`src/rtl/ibexc_rvfi_trace_buf_pkg.sv`:
```
// Shared types and constants for the RVFI trace buffer.
// IBEXC_TRACE_MEM_EN adds a memory-address word and mem fields in word0.
package ibexc_trace_pkg;

  typedef enum logic [1:0] {
    MODE_OFF   = 2'd0,
    MODE_ALL   = 2'd1,
    MODE_TRAP  = 2'd2,
    MODE_PCWIN = 2'd3
  } trace_mode_e;

`ifdef IBEXC_TRACE_MEM_EN
  localparam int unsigned TraceRecWords = 5;
`else
  localparam int unsigned TraceRecWords = 4;
`endif

  localparam int unsigned W0OrderLsb = 16;
  localparam int unsigned W0RdLsb    = 11;
  localparam int unsigned W0PrivLsb  = 9;
  localparam int unsigned W0TrapBit  = 8;
  localparam int unsigned W0IntrBit  = 7;
  localparam int unsigned W0HaltBit  = 6;
  localparam int unsigned W0WmaskLsb = 2;
  localparam int unsigned W0RmaskBit = 1;

  typedef struct packed {
`ifdef IBEXC_TRACE_MEM_EN
    logic [31:0] mem_addr;
`endif
    logic [31:0] rd_wdata;
    logic [31:0] insn;
    logic [31:0] pc;
    logic [31:0] word0;
  } trace_rec_t;

  function automatic logic [31:0] rec_word(trace_rec_t rec, logic [2:0] idx);
    logic [31:0] w;
    case (idx)
      3'd0:    w = rec.word0;
      3'd1:    w = rec.pc;
      3'd2:    w = rec.insn;
      3'd3:    w = rec.rd_wdata;
`ifdef IBEXC_TRACE_MEM_EN
      3'd4:    w = rec.mem_addr;
`endif
      default: w = '0;
    endcase
    return w;
  endfunction

endpackage

```
`src/rtl/ibexc_rvfi_trace_buf_if.sv`:
```
// Trace output stream: valid/ready word stream with end-of-record marker.
interface ibexc_rvfi_trace_buf_if;
  logic        trace_valid_o;
  logic        trace_ready_i;
  logic [31:0] trace_data_o;
  logic        trace_last_o;

  modport master (output trace_valid_o, output trace_data_o, output trace_last_o,
                  input trace_ready_i);
  modport slave  (input trace_valid_o, input trace_data_o, input trace_last_o,
                  output trace_ready_i);
endinterface

```
`src/rtl/ibexc_trace_fifo.sv`:
```
// Depth-slot circular record store with wrap-bit pointers.
module ibexc_trace_fifo
  import ibexc_trace_pkg::*;
#(
  parameter int unsigned Depth = 16
) (
  input  logic                   clk,
  input  logic                   rst,
  input  logic                   clear,
  input  logic                   push,
  input  trace_rec_t             wdata,
  input  logic                   pop,
  output trace_rec_t             rdata,
  output logic                   full,
  output logic                   empty,
  output logic [$clog2(Depth):0] count
);
  localparam int unsigned AW = $clog2(Depth);

  logic [AW:0] wptr, rptr;
  logic        do_push, do_pop;
  trace_rec_t  mem [Depth];

  assign full    = (wptr[AW] != rptr[AW]) && (wptr[AW-1:0] == rptr[AW-1:0]);
  assign empty   = (wptr == rptr);
  assign count   = wptr - rptr;
  assign do_pop  = pop && !empty;
  // A full store may still accept a push when the head leaves in the same cycle.
  assign do_push = push && (!full || do_pop);
  assign rdata   = mem[rptr[AW-1:0]];

  always_ff @(posedge clk) begin
    if (do_push && !clear) mem[wptr[AW-1:0]] <= wdata;
  end

  always_ff @(posedge clk or posedge rst) begin
    if (rst) begin
      wptr <= '0;
      rptr <= '0;
    end else if (clear) begin
      wptr <= '0;
      rptr <= '0;
    end else begin
      if (do_push) wptr <= wptr + (AW+1)'(1);
      if (do_pop)  rptr <= rptr + (AW+1)'(1);
    end
  end
endmodule

```
`src/rtl/ibexc_rvfi_trace_buf.sv`:
```
// On-chip RVFI trace capture: filter, freeze-on-trap, drop counter, word serialiser.
// Optional IBEXC_TRACE_MEM_EN: 5-word records with memory address and store watch.
module ibexc_rvfi_trace_buf
  import ibexc_trace_pkg::*;
#(
  parameter int unsigned Depth    = 16,
  parameter int unsigned DropCntW = 16
) (
  input  logic                   clk_i,
  input  logic                   rst_i,
  input  logic [1:0]             mode_i,
  input  logic [31:0]            pc_lo_i,
  input  logic [31:0]            pc_hi_i,
  input  logic                   freeze_on_trap_i,
  input  logic                   clear_i,
  input  logic                   rvfi_valid_i,
  input  logic [63:0]            rvfi_order_i,
  input  logic [31:0]            rvfi_insn_i,
  input  logic                   rvfi_trap_i,
  input  logic                   rvfi_intr_i,
  input  logic                   rvfi_halt_i,
  input  logic [1:0]             rvfi_mode_i,
  input  logic [31:0]            rvfi_pc_rdata_i,
  input  logic [4:0]             rvfi_rd_addr_i,
  input  logic [31:0]            rvfi_rd_wdata_i,
  input  logic [31:0]            rvfi_mem_addr_i,
  input  logic [3:0]             rvfi_mem_rmask_i,
  input  logic [3:0]             rvfi_mem_wmask_i,
  ibexc_rvfi_trace_buf_if.master trace,
  output logic [$clog2(Depth):0] count_o,
  output logic [DropCntW-1:0]    drop_cnt_o,
  output logic                   frozen_o
);
  localparam int unsigned WIdxW = $clog2(TraceRecWords);

  trace_mode_e          mode;
  trace_rec_t           rec_in, head_rec;
  logic                 accept, capture, push, drop;
  logic                 full, empty, valid, word_hs, last_word;
  logic [WIdxW-1:0]     widx;
  logic [DropCntW-1:0]  drop_q;
  logic                 frozen_q;

  assign mode = trace_mode_e'(mode_i);

  always_comb begin
    accept = 1'b0;
    case (mode)
      MODE_ALL:   accept = 1'b1;
`ifdef IBEXC_TRACE_MEM_EN
      MODE_TRAP:  accept = rvfi_trap_i | rvfi_intr_i | rvfi_halt_i | (|rvfi_mem_wmask_i);
`else
      MODE_TRAP:  accept = rvfi_trap_i | rvfi_intr_i | rvfi_halt_i;
`endif
      MODE_PCWIN: accept = (rvfi_pc_rdata_i >= pc_lo_i) && (rvfi_pc_rdata_i < pc_hi_i);
      default:    accept = 1'b0;
    endcase
  end

  always_comb begin
    rec_in = '0;
    rec_in.word0[W0OrderLsb +: 16] = rvfi_order_i[15:0];
    rec_in.word0[W0RdLsb +: 5]     = rvfi_rd_addr_i;
    rec_in.word0[W0PrivLsb +: 2]   = rvfi_mode_i;
    rec_in.word0[W0TrapBit]        = rvfi_trap_i;
    rec_in.word0[W0IntrBit]        = rvfi_intr_i;
    rec_in.word0[W0HaltBit]        = rvfi_halt_i;
    rec_in.pc                      = rvfi_pc_rdata_i;
    rec_in.insn                    = rvfi_insn_i;
    rec_in.rd_wdata                = rvfi_rd_wdata_i;
`ifdef IBEXC_TRACE_MEM_EN
    rec_in.word0[W0WmaskLsb +: 4]  = rvfi_mem_wmask_i;
    rec_in.word0[W0RmaskBit]       = |rvfi_mem_rmask_i;
    rec_in.mem_addr                = rvfi_mem_addr_i;
`endif
  end

`ifndef IBEXC_TRACE_MEM_EN
  logic unused_mem;
  assign unused_mem = ^{rvfi_mem_addr_i, rvfi_mem_rmask_i, rvfi_mem_wmask_i};
`endif
  logic unused_order;
  assign unused_order = ^rvfi_order_i[63:16];

  assign valid     = !empty;
  assign last_word = (widx == WIdxW'(TraceRecWords - 1));
  assign word_hs   = valid && trace.trace_ready_i;
  assign capture   = rvfi_valid_i && accept && !frozen_q;
  assign push      = capture && (!full || (word_hs && last_word));
  assign drop      = capture && !push;

  ibexc_trace_fifo #(
    .Depth (Depth)
  ) u_fifo (
    .clk   (clk_i),
    .rst   (rst_i),
    .clear (clear_i),
    .push  (push),
    .wdata (rec_in),
    .pop   (word_hs && last_word),
    .rdata (head_rec),
    .full  (full),
    .empty (empty),
    .count (count_o)
  );

  always_ff @(posedge clk_i or posedge rst_i) begin
    if (rst_i) begin
      widx     <= '0;
      drop_q   <= '0;
      frozen_q <= 1'b0;
    end else if (clear_i) begin
      widx     <= '0;
      drop_q   <= '0;
      frozen_q <= 1'b0;
    end else begin
      if (word_hs) widx <= last_word ? '0 : widx + WIdxW'(1);
      if (push && rvfi_trap_i && freeze_on_trap_i) frozen_q <= 1'b1;
      if (drop && (drop_q != '1)) drop_q <= drop_q + DropCntW'(1);
    end
  end

  // Gated so that unwritten slots never leak onto the bus.
  assign trace.trace_valid_o = valid;
  assign trace.trace_data_o  = valid ? rec_word(head_rec, 3'(widx)) : '0;
  assign trace.trace_last_o  = valid && last_word;
  assign drop_cnt_o          = drop_q;
  assign frozen_o            = frozen_q;
endmodule

```
`src/flat_wrapper.sv`:
```
// flat-port wrapper written by rule: the top's interface ports become plain ports
module ibexc_rvfi_trace_buf_flat import ibexc_trace_pkg::*;
#(
  parameter int unsigned Depth    = 16,
  parameter int unsigned DropCntW = 16
)
  (clk_i, rst_i, mode_i, pc_lo_i, pc_hi_i, freeze_on_trap_i, clear_i, rvfi_valid_i, rvfi_order_i, rvfi_insn_i, rvfi_trap_i, rvfi_intr_i, rvfi_halt_i, rvfi_mode_i, rvfi_pc_rdata_i, rvfi_rd_addr_i, rvfi_rd_wdata_i, rvfi_mem_addr_i, rvfi_mem_rmask_i, rvfi_mem_wmask_i, count_o, drop_cnt_o, frozen_o, trace_trace_valid_o, trace_trace_data_o, trace_trace_last_o, trace_trace_ready_i);
  ibexc_rvfi_trace_buf_if trace_i ();
  input  logic clk_i;
  input  logic rst_i;
  input  logic [1:0] mode_i;
  input  logic [31:0] pc_lo_i;
  input  logic [31:0] pc_hi_i;
  input  logic freeze_on_trap_i;
  input  logic clear_i;
  input  logic rvfi_valid_i;
  input  logic [63:0] rvfi_order_i;
  input  logic [31:0] rvfi_insn_i;
  input  logic rvfi_trap_i;
  input  logic rvfi_intr_i;
  input  logic rvfi_halt_i;
  input  logic [1:0] rvfi_mode_i;
  input  logic [31:0] rvfi_pc_rdata_i;
  input  logic [4:0] rvfi_rd_addr_i;
  input  logic [31:0] rvfi_rd_wdata_i;
  input  logic [31:0] rvfi_mem_addr_i;
  input  logic [3:0] rvfi_mem_rmask_i;
  input  logic [3:0] rvfi_mem_wmask_i;
  output logic [$clog2(Depth):0] count_o;
  output logic [DropCntW-1:0] drop_cnt_o;
  output logic frozen_o;
  output wire logic [$bits(trace_i.trace_valid_o)-1:0] trace_trace_valid_o;
  output wire logic [$bits(trace_i.trace_data_o)-1:0] trace_trace_data_o;
  output wire logic [$bits(trace_i.trace_last_o)-1:0] trace_trace_last_o;
  input wire logic [$bits(trace_i.trace_ready_i)-1:0] trace_trace_ready_i;
  assign trace_trace_valid_o = trace_i.trace_valid_o;
  assign trace_trace_data_o = trace_i.trace_data_o;
  assign trace_trace_last_o = trace_i.trace_last_o;
  assign trace_i.trace_ready_i = trace_trace_ready_i;
  ibexc_rvfi_trace_buf #(.Depth(Depth), .DropCntW(DropCntW)) u_core (.clk_i(clk_i), .rst_i(rst_i), .mode_i(mode_i), .pc_lo_i(pc_lo_i), .pc_hi_i(pc_hi_i), .freeze_on_trap_i(freeze_on_trap_i), .clear_i(clear_i), .rvfi_valid_i(rvfi_valid_i), .rvfi_order_i(rvfi_order_i), .rvfi_insn_i(rvfi_insn_i), .rvfi_trap_i(rvfi_trap_i), .rvfi_intr_i(rvfi_intr_i), .rvfi_halt_i(rvfi_halt_i), .rvfi_mode_i(rvfi_mode_i), .rvfi_pc_rdata_i(rvfi_pc_rdata_i), .rvfi_rd_addr_i(rvfi_rd_addr_i), .rvfi_rd_wdata_i(rvfi_rd_wdata_i), .rvfi_mem_addr_i(rvfi_mem_addr_i), .rvfi_mem_rmask_i(rvfi_mem_rmask_i), .rvfi_mem_wmask_i(rvfi_mem_wmask_i), .trace(trace_i), .count_o(count_o), .drop_cnt_o(drop_cnt_o), .frozen_o(frozen_o));
endmodule
```
`config.mk`:
```
export PLATFORM = sky130hd
export DESIGN_NAME = ibexc_rvfi_trace_buf_flat
export DESIGN_NICKNAME = d
export VERILOG_FILES = /design/src/rtl/ibexc_rvfi_trace_buf_pkg.sv /design/src/rtl/ibexc_rvfi_trace_buf_if.sv /design/src/rtl/ibexc_trace_fifo.sv /design/src/rtl/ibexc_rvfi_trace_buf.sv /design/src/flat_wrapper.sv
export SDC_FILE = /design/constraint.sdc
export NUM_CORES = 2
export LEC_CHECK = 0
export CORE_MARGIN = 2
export CORE_UTILIZATION = 39
export CTS_CLUSTER_DIAMETER = 30
export CTS_CLUSTER_SIZE = 14
export DETAILED_ROUTE_END_ITERATION = 10
export PLACE_DENSITY = 0.57
export SLEW_MARGIN = 30
export SYNTH_ARGS = -nofsm -noshare
export SYNTH_HDL_FRONTEND = slang
export SYNTH_SLANG_ARGS = --single-unit
```
`constraint.sdc`:
```
create_clock -name clk_i -period 17.71 [get_ports clk_i]
set_clock_uncertainty 0.15 [all_clocks]
set_input_delay 3.542 -clock clk_i [delete_from_list [all_inputs] [get_ports clk_i]]
set_output_delay 3.542 -clock clk_i [all_outputs]
set_load 0.05 [all_outputs]
```
Yosys cells after proc, flatten, opt, wreduce, memory -nomap -nowiden

Memory sizes are Yosys's and may differ from the RTL's.
Cells that the tools add are included.
Widths: inputs -> output; s select.

Input bits: 282
Flip-flop bits (word level): 29
Memories kept: 1
RAM bits: 1952
Logic and storage cells: 69

Add/subtract/negate cells: 5
Equality and inequality tests: 10
Bitwise operators: 2
$lt $le $gt $ge: 2
Reduce and logical (&&, ||, !) cells: 28
Mux-type cells: 16

Memories:

| memory            | depth | width | rd ports | clocked after memory_dff | write ports | RTL line               | RTL |
|---|---|---|---|---|---|---|---|
| u_core.u_fifo.mem | 16    | 122   | 1        | 0                        | 1           | ibexc_trace_fifo.sv:22 | `trace_rec_t mem [Depth];` |

Operator list:

| kind                  | number |
|---|---|
| $pmux 32 s4           | 1 |
| $ge 32x32->1          | 1 |
| $lt 32x32->1          | 1 |
| $mux 16               | 2 |
| $mux 32               | 1 |
| $mux 5                | 4 |
| $add 16x1->16 const B | 1 |
| $ne 16x16->1 const B  | 1 |
| $logic_and 1x1->1     | 15 |
| $add 5x1->5 const B   | 2 |
| $reduce_bool 2->1     | 5 |
| $eq 2x2->1 const B    | 4 |
| $mux 2                | 3 |
| $eq 5x5->1            | 1 |
| $logic_not 1->1       | 5 |
| $sub 5x5->5           | 1 |
| $eq 2x1->1 const B    | 2 |
| $eq 4x4->1            | 1 |
| $mux 1                | 4 |
| $pmux 1 s3            | 1 |
| $add 2x1->2 const B   | 1 |
| $logic_not 2->1       | 1 |
| $logic_or 1x1->1      | 2 |
| $or 1x1->1            | 2 |
| $ne 1x1->1            | 1 |

Logic depth before layout (Yosys ltp)

Depth after elaboration: 11
Depth in mapped cells: 13

Modules after synthesis

Synthesis repeated with hierarchy kept, for this count alone.

Cells, all modules: 4002
Area total of the unflattened synthesis: 82265.1 sq um

By module, submodules not included:

| module               | area an instance (sq um) | cells an instance | times used | seq. area each (sq um) |
|---|---|---|---|---|
| ibexc_trace_fifo     | 78703.0                  | 3500              | 1          | 61749.2 |
| ibexc_rvfi_trace_buf | 3562.2                   | 502               | 1          | 475.5 |

Worst setup path before layout

Ideal clock, no wire load.

Path kind: input port to flip-flop
From: input port pc_hi_i[7]
To: memory u_core.u_fifo.mem[10][0] (netlist name) (enable)
Data arrival time: 17538 ps
Setup time: 944 ps
Path slack: -923 ps
Cell stages on the path: 9
Path through: inv_1 ha_1 a21oi_1 o21ai_0 a2111oi_0 a31o_2 o211a_1 nand3_1 nor4b_1

Word-level cells in the longest chain between the ends: 10

RTL lines:

| item                            | RTL line                   | RTL |
|---|---|---|
| start, declared                 | flat_wrapper.sv:13         | `input logic [31:0] pc_hi_i;` |
| $lt 32x32->1                    | ibexc_rvfi_trace_buf.sv:55 | `MODE_PCWIN: accept = (rvfi_pc_rdata_i >= pc_lo_i) && (rvfi_pc_rdata_i < pc_hi_i);` |
| $logic_and 1x1->1               | ibexc_rvfi_trace_buf.sv:55 |  |
| $pmux 1 s3                      | ibexc_rvfi_trace_buf.sv:48 | `case (mode)` |
| $logic_and 1x1->1 (2 in series) | ibexc_rvfi_trace_buf.sv:88 | `assign capture = rvfi_valid_i && accept && !frozen_q;` |
| $logic_and 1x1->1               | ibexc_rvfi_trace_buf.sv:89 | `assign push = capture && (!full \|\| (word_hs && last_word));` |
| $logic_and 1x1->1               | ibexc_trace_fifo.sv:29     | `assign do_push = push && (!full \|\| do_pop);` |
| $logic_and 1x1->1               | ibexc_trace_fifo.sv:33     | `if (do_push && !clear) mem[wptr[AW-1:0]] <= wdata;` |
| $mux 1                          | ibexc_trace_fifo.sv:33     |  |
| $mux 1 (not written as such)    | ibexc_trace_fifo.sv:33     |  |
| end, declared                   | ibexc_trace_fifo.sv:22     |  |

Every way passes these cells.

Worst setup path after layout

From: register u_core.u_fifo.rptr[1]
To: output port trace_trace_data_o[14]

Word-level cells in the longest chain between the ends: 3
Elaborated cells on any way between the ends: 4
Those cells by class: 1 x eq/ne; 2 x mux; 1 x memory

RTL lines:

| item                   | RTL line                       | RTL |
|---|---|---|
| start, declared        | ibexc_trace_fifo.sv:20         | `logic [AW:0] wptr, rptr;` |
| start signal, assigned | ibexc_trace_fifo.sv:45         | `if (do_pop) rptr <= rptr + (AW+1)'(1);` |
| $mem_v2 16x122         | n/a                            |  |
| $pmux 32 s4            | ibexc_rvfi_trace_buf_pkg.sv:39 | `case (idx)` |
| $mux 32 (*)            | ibexc_rvfi_trace_buf.sv:125    | `assign trace.trace_data_o = valid ? rec_word(head_rec, 3'(widx)) : '0;` |
| end, declared          | flat_wrapper.sv:33             | `output wire logic [$bits(trace_i.trace_data_o)-1:0] trace_trace_data_o;` |

Mark *: on every way between the ends. The rest lies on a longest branch, timed or not.

==> run_summary.xml <==
<?xml version="1.0" encoding="UTF-8"?>
<metrics>
  <group name="status">
    <metric name="status" unit="">finished, final reports clean</metric>
  </group>
  <group name="place">
    <metric name="hpwl" unit="mm">108.5</metric>
    <metric name="port_buffers" unit="">249</metric>
    <metric name="placed_cells" unit="">6096</metric>
    <metric name="place_congestion" unit="">0.7876</metric>
  </group>
  <group name="cts">
    <metric name="cts.path.max_buffers" unit="">4</metric>
    <metric name="post_cts_buffers" unit="">0</metric>
    <metric name="cts_htree_levels" unit="">5</metric>
    <metric name="cts.clk_slew.worst_paths" unit="ns">0.04</metric>
    <metric name="tritoncts_clock_tree" unit="">yes</metric>
    <metric name="clk-insertion-delay-late" unit="ns">0.92</metric>
    <metric name="cts_hold_buf" unit="">0</metric>
    <metric name="number_of_cts_inserted_buffers" unit="">406</metric>
    <metric name="clkSinkCount" unit="">1981</metric>
    <metric name="cts_repair_resize_count" unit="">0</metric>
    <metric name="clock_root_buffer" unit="">sky130_fd_sc_hd__clkbuf_16</metric>
  </group>
  <group name="pwr">
    <metric name="pwr_density_cell" unit="nW/um2">135.4</metric>
    <metric name="vdd.ir_drop.worst" unit="mV">0.08218</metric>
    <metric name="cellLeakagePower" unit="uW">0.03077</metric>
  </group>
  <group name="timing">
    <metric name="setup_viol" unit="">0</metric>
    <metric name="final_period_minus_worst_setup_slack" unit="ns">10.29</metric>
    <metric name="final-max-slew-violation-count" unit="">0</metric>
    <metric name="grt_setup_unrepaired" unit="">no</metric>
    <metric name="tightestPinTransition" unit="ns">1.040</metric>
    <metric name="timing.final.hold_violations" unit="">0</metric>
    <metric name="slew-limit-headroom" unit="%">30.67</metric>
    <metric name="final.setup.tns" unit="ns">0</metric>
    <metric name="timing.fmax" unit="MHz">97.20</metric>
    <metric name="final_min_period_over_clock_period" unit="%">58.09</metric>
  </group>
  <group name="synth">
    <metric name="synth_fp_nets" unit="">3652</metric>
    <metric name="synth_cell_types" unit="">55</metric>
    <metric name="synth_edf_count" unit="">1952</metric>
    <metric name="flip_flop_and_latch_count_after_synthesis" unit="">1981</metric>
    <metric name="synth_top_area_share" unit="%">75.87</metric>
    <metric name="postSynthAreaPerCell" unit="um2">23.47</metric>
    <metric name="synth_flop_cell" unit="">sky130_fd_sc_hd__edfxtp_1</metric>
    <metric name="fraction_of_the_mapped_netlist_area_in_adder_cells" unit="%">1.273</metric>
    <metric name="synth_top_area_cell" unit="">sky130_fd_sc_hd__edfxtp_1</metric>
    <metric name="yosys.area_share.xor_xnor" unit="%">0.09070</metric>
    <metric name="asyncSetResetFlopFracSynth" unit="%">1.464</metric>
    <metric name="synth_top_cells_by_area" unit="">sky130_fd_sc_hd__edfxtp_1 (76%), sky130_fd_sc_hd__mux4_2 (18%), sky130_fd_sc_hd__ha_1 (1.2%)</metric>
    <metric name="syn-instance-count" unit="">3292</metric>
    <metric name="synth_compound_area_share" unit="%">1.668</metric>
    <metric name="synthSimpleGateAreaFrac" unit="%">1.007</metric>
    <metric name="synth-seq-area-share" unit="%">76.81</metric>
    <metric name="muxShareOfSynthArea" unit="%">17.87</metric>
    <metric name="synth_top_family_by_area" unit="">multiplexers</metric>
    <metric name="mappedNetlistArea" unit="um2">77260</metric>
    <metric name="synth-warning-count" unit="">0</metric>
  </group>
  <group name="run">
    <metric name="max_cap_violations" unit="">0</metric>
  </group>
  <group name="critical_path">
    <metric name="critical_path.startpoint" unit="">u_core.u_fifo.rptr[1]</metric>
    <metric name="r2r_end" unit="">u_core.u_fifo.mem[2][26]</metric>
    <metric name="regToRegSetupSlack" unit="ns">11.09</metric>
    <metric name="start_kind" unit="">flip-flop</metric>
    <metric name="worst_r2r_startpoint" unit="">u_core.u_fifo.rptr[0]</metric>
    <metric name="crit_path_end" unit="">trace_trace_data_o[14]</metric>
    <metric name="reg2reg_path_depth" unit="">11</metric>
    <metric name="cp.arrival" unit="ns">6.60</metric>
    <metric name="path_max_fanout" unit="">52</metric>
    <metric name="critPathRequiredTime" unit="ns">14.02</metric>
    <metric name="worst-setup-path-type" unit="">reg2out</metric>
    <metric name="type_of_element_capturing_the_critical_path" unit="">primary output</metric>
  </group>
  <group name="drt">
    <metric name="dr.first_iter.drc_count" unit="">3508</metric>
    <metric name="final_antenna_net_count" unit="">0</metric>
    <metric name="routed_via_density" unit="">5.535</metric>
    <metric name="total_number_of_vias" unit="">37860</metric>
    <metric name="wirelength" unit="mm">205.6</metric>
    <metric name="drc" unit="">0</metric>
    <metric name="drt_first_pass_iters" unit="">5</metric>
    <metric name="wl_per_instance" unit="um">30.05</metric>
  </group>
  <group name="floorplan">
    <metric name="core_area" unit="um2">197000</metric>
    <metric name="chip_height" unit="um">449.1</metric>
    <metric name="die_area" unit="um2">201700</metric>
    <metric name="num_io_pins" unit="">338</metric>
    <metric name="initial_utilization" unit="%">39.21</metric>
    <metric name="fp.dieW" unit="um">449.1</metric>
    <metric name="placementRows" unit="">163</metric>
  </group>
  <group name="grt">
    <metric name="grt_start_max_net_pins" unit="">105</metric>
    <metric name="globalRouteOverflowTotal" unit="">0</metric>
    <metric name="wire_length_of_the_first_global_routing_pass" unit="mm">292.2</metric>
    <metric name="gr-usage-all-layers" unit="%">20.30</metric>
    <metric name="grt_antenna_before_repair" unit="">39</metric>
    <metric name="first_global_vias" unit="">39590</metric>
  </group>
  <group name="cells_and_area">
    <metric name="share_of_final_layout_standard_cells_stronger_than_drive_strength_1" unit="%">32.47</metric>
    <metric name="highest_count_cells_in_the_layout_ignoring_fill_and_taps" unit="">sky130_fd_sc_hd__edfxtp_1 (1952), sky130_fd_sc_hd__mux4_2 (610), sky130_fd_sc_hd__clkbuf_16 (411)</metric>
    <metric name="fillCellCount" unit="">15700</metric>
    <metric name="layout-area-overhead-vs-synth" unit="%">25.79</metric>
    <metric name="finalNonFillerCells" unit="">6841</metric>
    <metric name="post_layout_nets" unit="">4228</metric>
    <metric name="most_frequent_standard_cell_in_the_layout_excluding_fill_and_tap_cells" unit="">sky130_fd_sc_hd__edfxtp_1</metric>
  </group>
  <group name="worst_hold_path">
    <metric name="timing.hold.worst.class" unit="">reg2reg</metric>
  </group>
</metrics>
## kinds of logic after synthesis
logic type,after synthesis
DFF,1981
buffers and inverters,246
adders and majority gates,78
xor gates and xnor gates,8
AOI/OAI and AO/OA,214
muxes,616
and+or+nand+nor,149
## metal layers
metal | wire [um] | GRT usage [%]
met1 | 82760 | 26.54
met2 | 101000 | 33.02
met3 | 13530 | 4.369
met4 | 8126 | 8.507
met5 | 175 | 0
## cell type report
cell class              count  area, um2  share of cell area (%)
repair buffers            333       3405                   3.503
multi-input cells        1065      17060                   17.56
clock inverters           285       3301                   3.397
diodes                      7      17.52                 0.01803
flip-flops and latches   1981      59350                   61.08
clock buffers             449      10430                   10.73
inverters                  81      311.5                  0.3206
well taps                2640       3303                   3.399
## metrics by stage
step / hold slack (ns) / power (uW) / setup WS [ns] / util (%) / area (um2)
2_1_floorplan: 0.3747 / 5461 / -0.9227 / - / 77270
5_1_grt: 0.4411 / 13510 / 7.478 / 49.32 / 97170
4_1_cts: 0.4216 / 13260 / 7.252 / 49.26 / 97050
3_3_place_gp: 0.4006 / 5689 / 7.034 / 42.25 / 83240
6_report: 0.4226 / 13160 / 7.422 / 49.33 / 97180
3_5_place_dp: 0.4173 / 5697 / 7.174 / 42.30 / 83330
## report_power, final
| group | switching, uW | leakage, uW | total [uW] | internal, uW |
|---|---|---|---|---|
| Sequential | 8.42 | 0.0180 | 5210 | 5210 |
| Combinational | 270 | 0.00624 | 395 | 126 |
| Clock | 2420 | 0.00657 | 7550 | 5130 |
## synth_stat cells (2+ instances only)
cell type / number
sky130_fd_sc_hd__a21o_1: 5
sky130_fd_sc_hd__buf_1: 15
sky130_fd_sc_hd__mux4_2: 610
sky130_fd_sc_hd__a2111oi_0: 3
sky130_fd_sc_hd__clkbuf_1: 96
sky130_fd_sc_hd__xnor2_1: 7
sky130_fd_sc_hd__mux2i_1: 3
sky130_fd_sc_hd__nand4_1: 13
sky130_fd_sc_hd__nand2b_1: 4
sky130_fd_sc_hd__a21oi_1: 98
sky130_fd_sc_hd__nor2_1: 25
sky130_fd_sc_hd__or2_2: 2
sky130_fd_sc_hd__nand2_1: 38
sky130_fd_sc_hd__o211ai_1: 2
sky130_fd_sc_hd__a22oi_1: 33
sky130_fd_sc_hd__a221oi_1: 2
sky130_fd_sc_hd__o311ai_0: 3
sky130_fd_sc_hd__dfrtp_1: 29
sky130_fd_sc_hd__ha_1: 77
sky130_fd_sc_hd__o41ai_1: 2
sky130_fd_sc_hd__inv_1: 79
sky130_fd_sc_hd__nor2b_1: 5
sky130_fd_sc_hd__or4_1: 7
sky130_fd_sc_hd__buf_2: 54
sky130_fd_sc_hd__nor4_1: 2
sky130_fd_sc_hd__mux2_2: 3
sky130_fd_sc_hd__a21boi_0: 3
sky130_fd_sc_hd__o21ai_0: 45
sky130_fd_sc_hd__edfxtp_1: 1952
sky130_fd_sc_hd__nor3_1: 6
sky130_fd_sc_hd__nand3_1: 18
sky130_fd_sc_hd__and3_1: 8
sky130_fd_sc_hd__o31ai_1: 7
sky130_fd_sc_hd__o31a_1: 2
sky130_fd_sc_hd__nor4bb_1: 2
sky130_fd_sc_hd__or3_1: 11
sky130_fd_sc_hd__and4_1: 2
sky130_fd_sc_hd__nor4b_1: 2
## worst min path at each step
stage,to,slack (ns),depth (start not counted),from
2_1_floorplan,u_core.u_fifo.rptr[4],0.37,2,u_core.u_fifo.rptr[4]
3_3_place_gp,u_core.drop_cnt_o[5],0.40,2,u_core.drop_cnt_o[5]
3_5_place_dp,u_core.drop_cnt_o[9],0.42,2,u_core.drop_cnt_o[9]
4_1_cts,u_core.drop_cnt_o[9],0.42,2,u_core.drop_cnt_o[9]
5_1_grt,u_core.drop_cnt_o[9],0.44,2,u_core.drop_cnt_o[9]
6_report,u_core.drop_cnt_o[5],0.42,2,u_core.drop_cnt_o[5]
## worst max-delay path, stage by stage, from the launching register on
cell and delay [ns]:
sky130_fd_sc_hd__dfrtp_4 0.73, sky130_fd_sc_hd__buf_4 0.52, sky130_fd_sc_hd__buf_4 0.60, sky130_fd_sc_hd__buf_4 0.75
sky130_fd_sc_hd__mux4_2 0.43, sky130_fd_sc_hd__mux4_2 0.56, sky130_fd_sc_hd__a22oi_1 0.73, sky130_fd_sc_hd__a21oi_1 0.38
sky130_fd_sc_hd__clkdlybuf4s50_1 0.81
## state kept, by name (all words and copies together), names as in the netlist
signal / flops
u_core.frozen_o: 1
u_core.widx: 2
u_core.drop_cnt_o: 16
u_core.u_fifo.rptr: 5
u_core.u_fifo.wptr: 5
u_core.u_fifo.mem: 1952
Note: power is estimated with default switching activity, not from simulation.
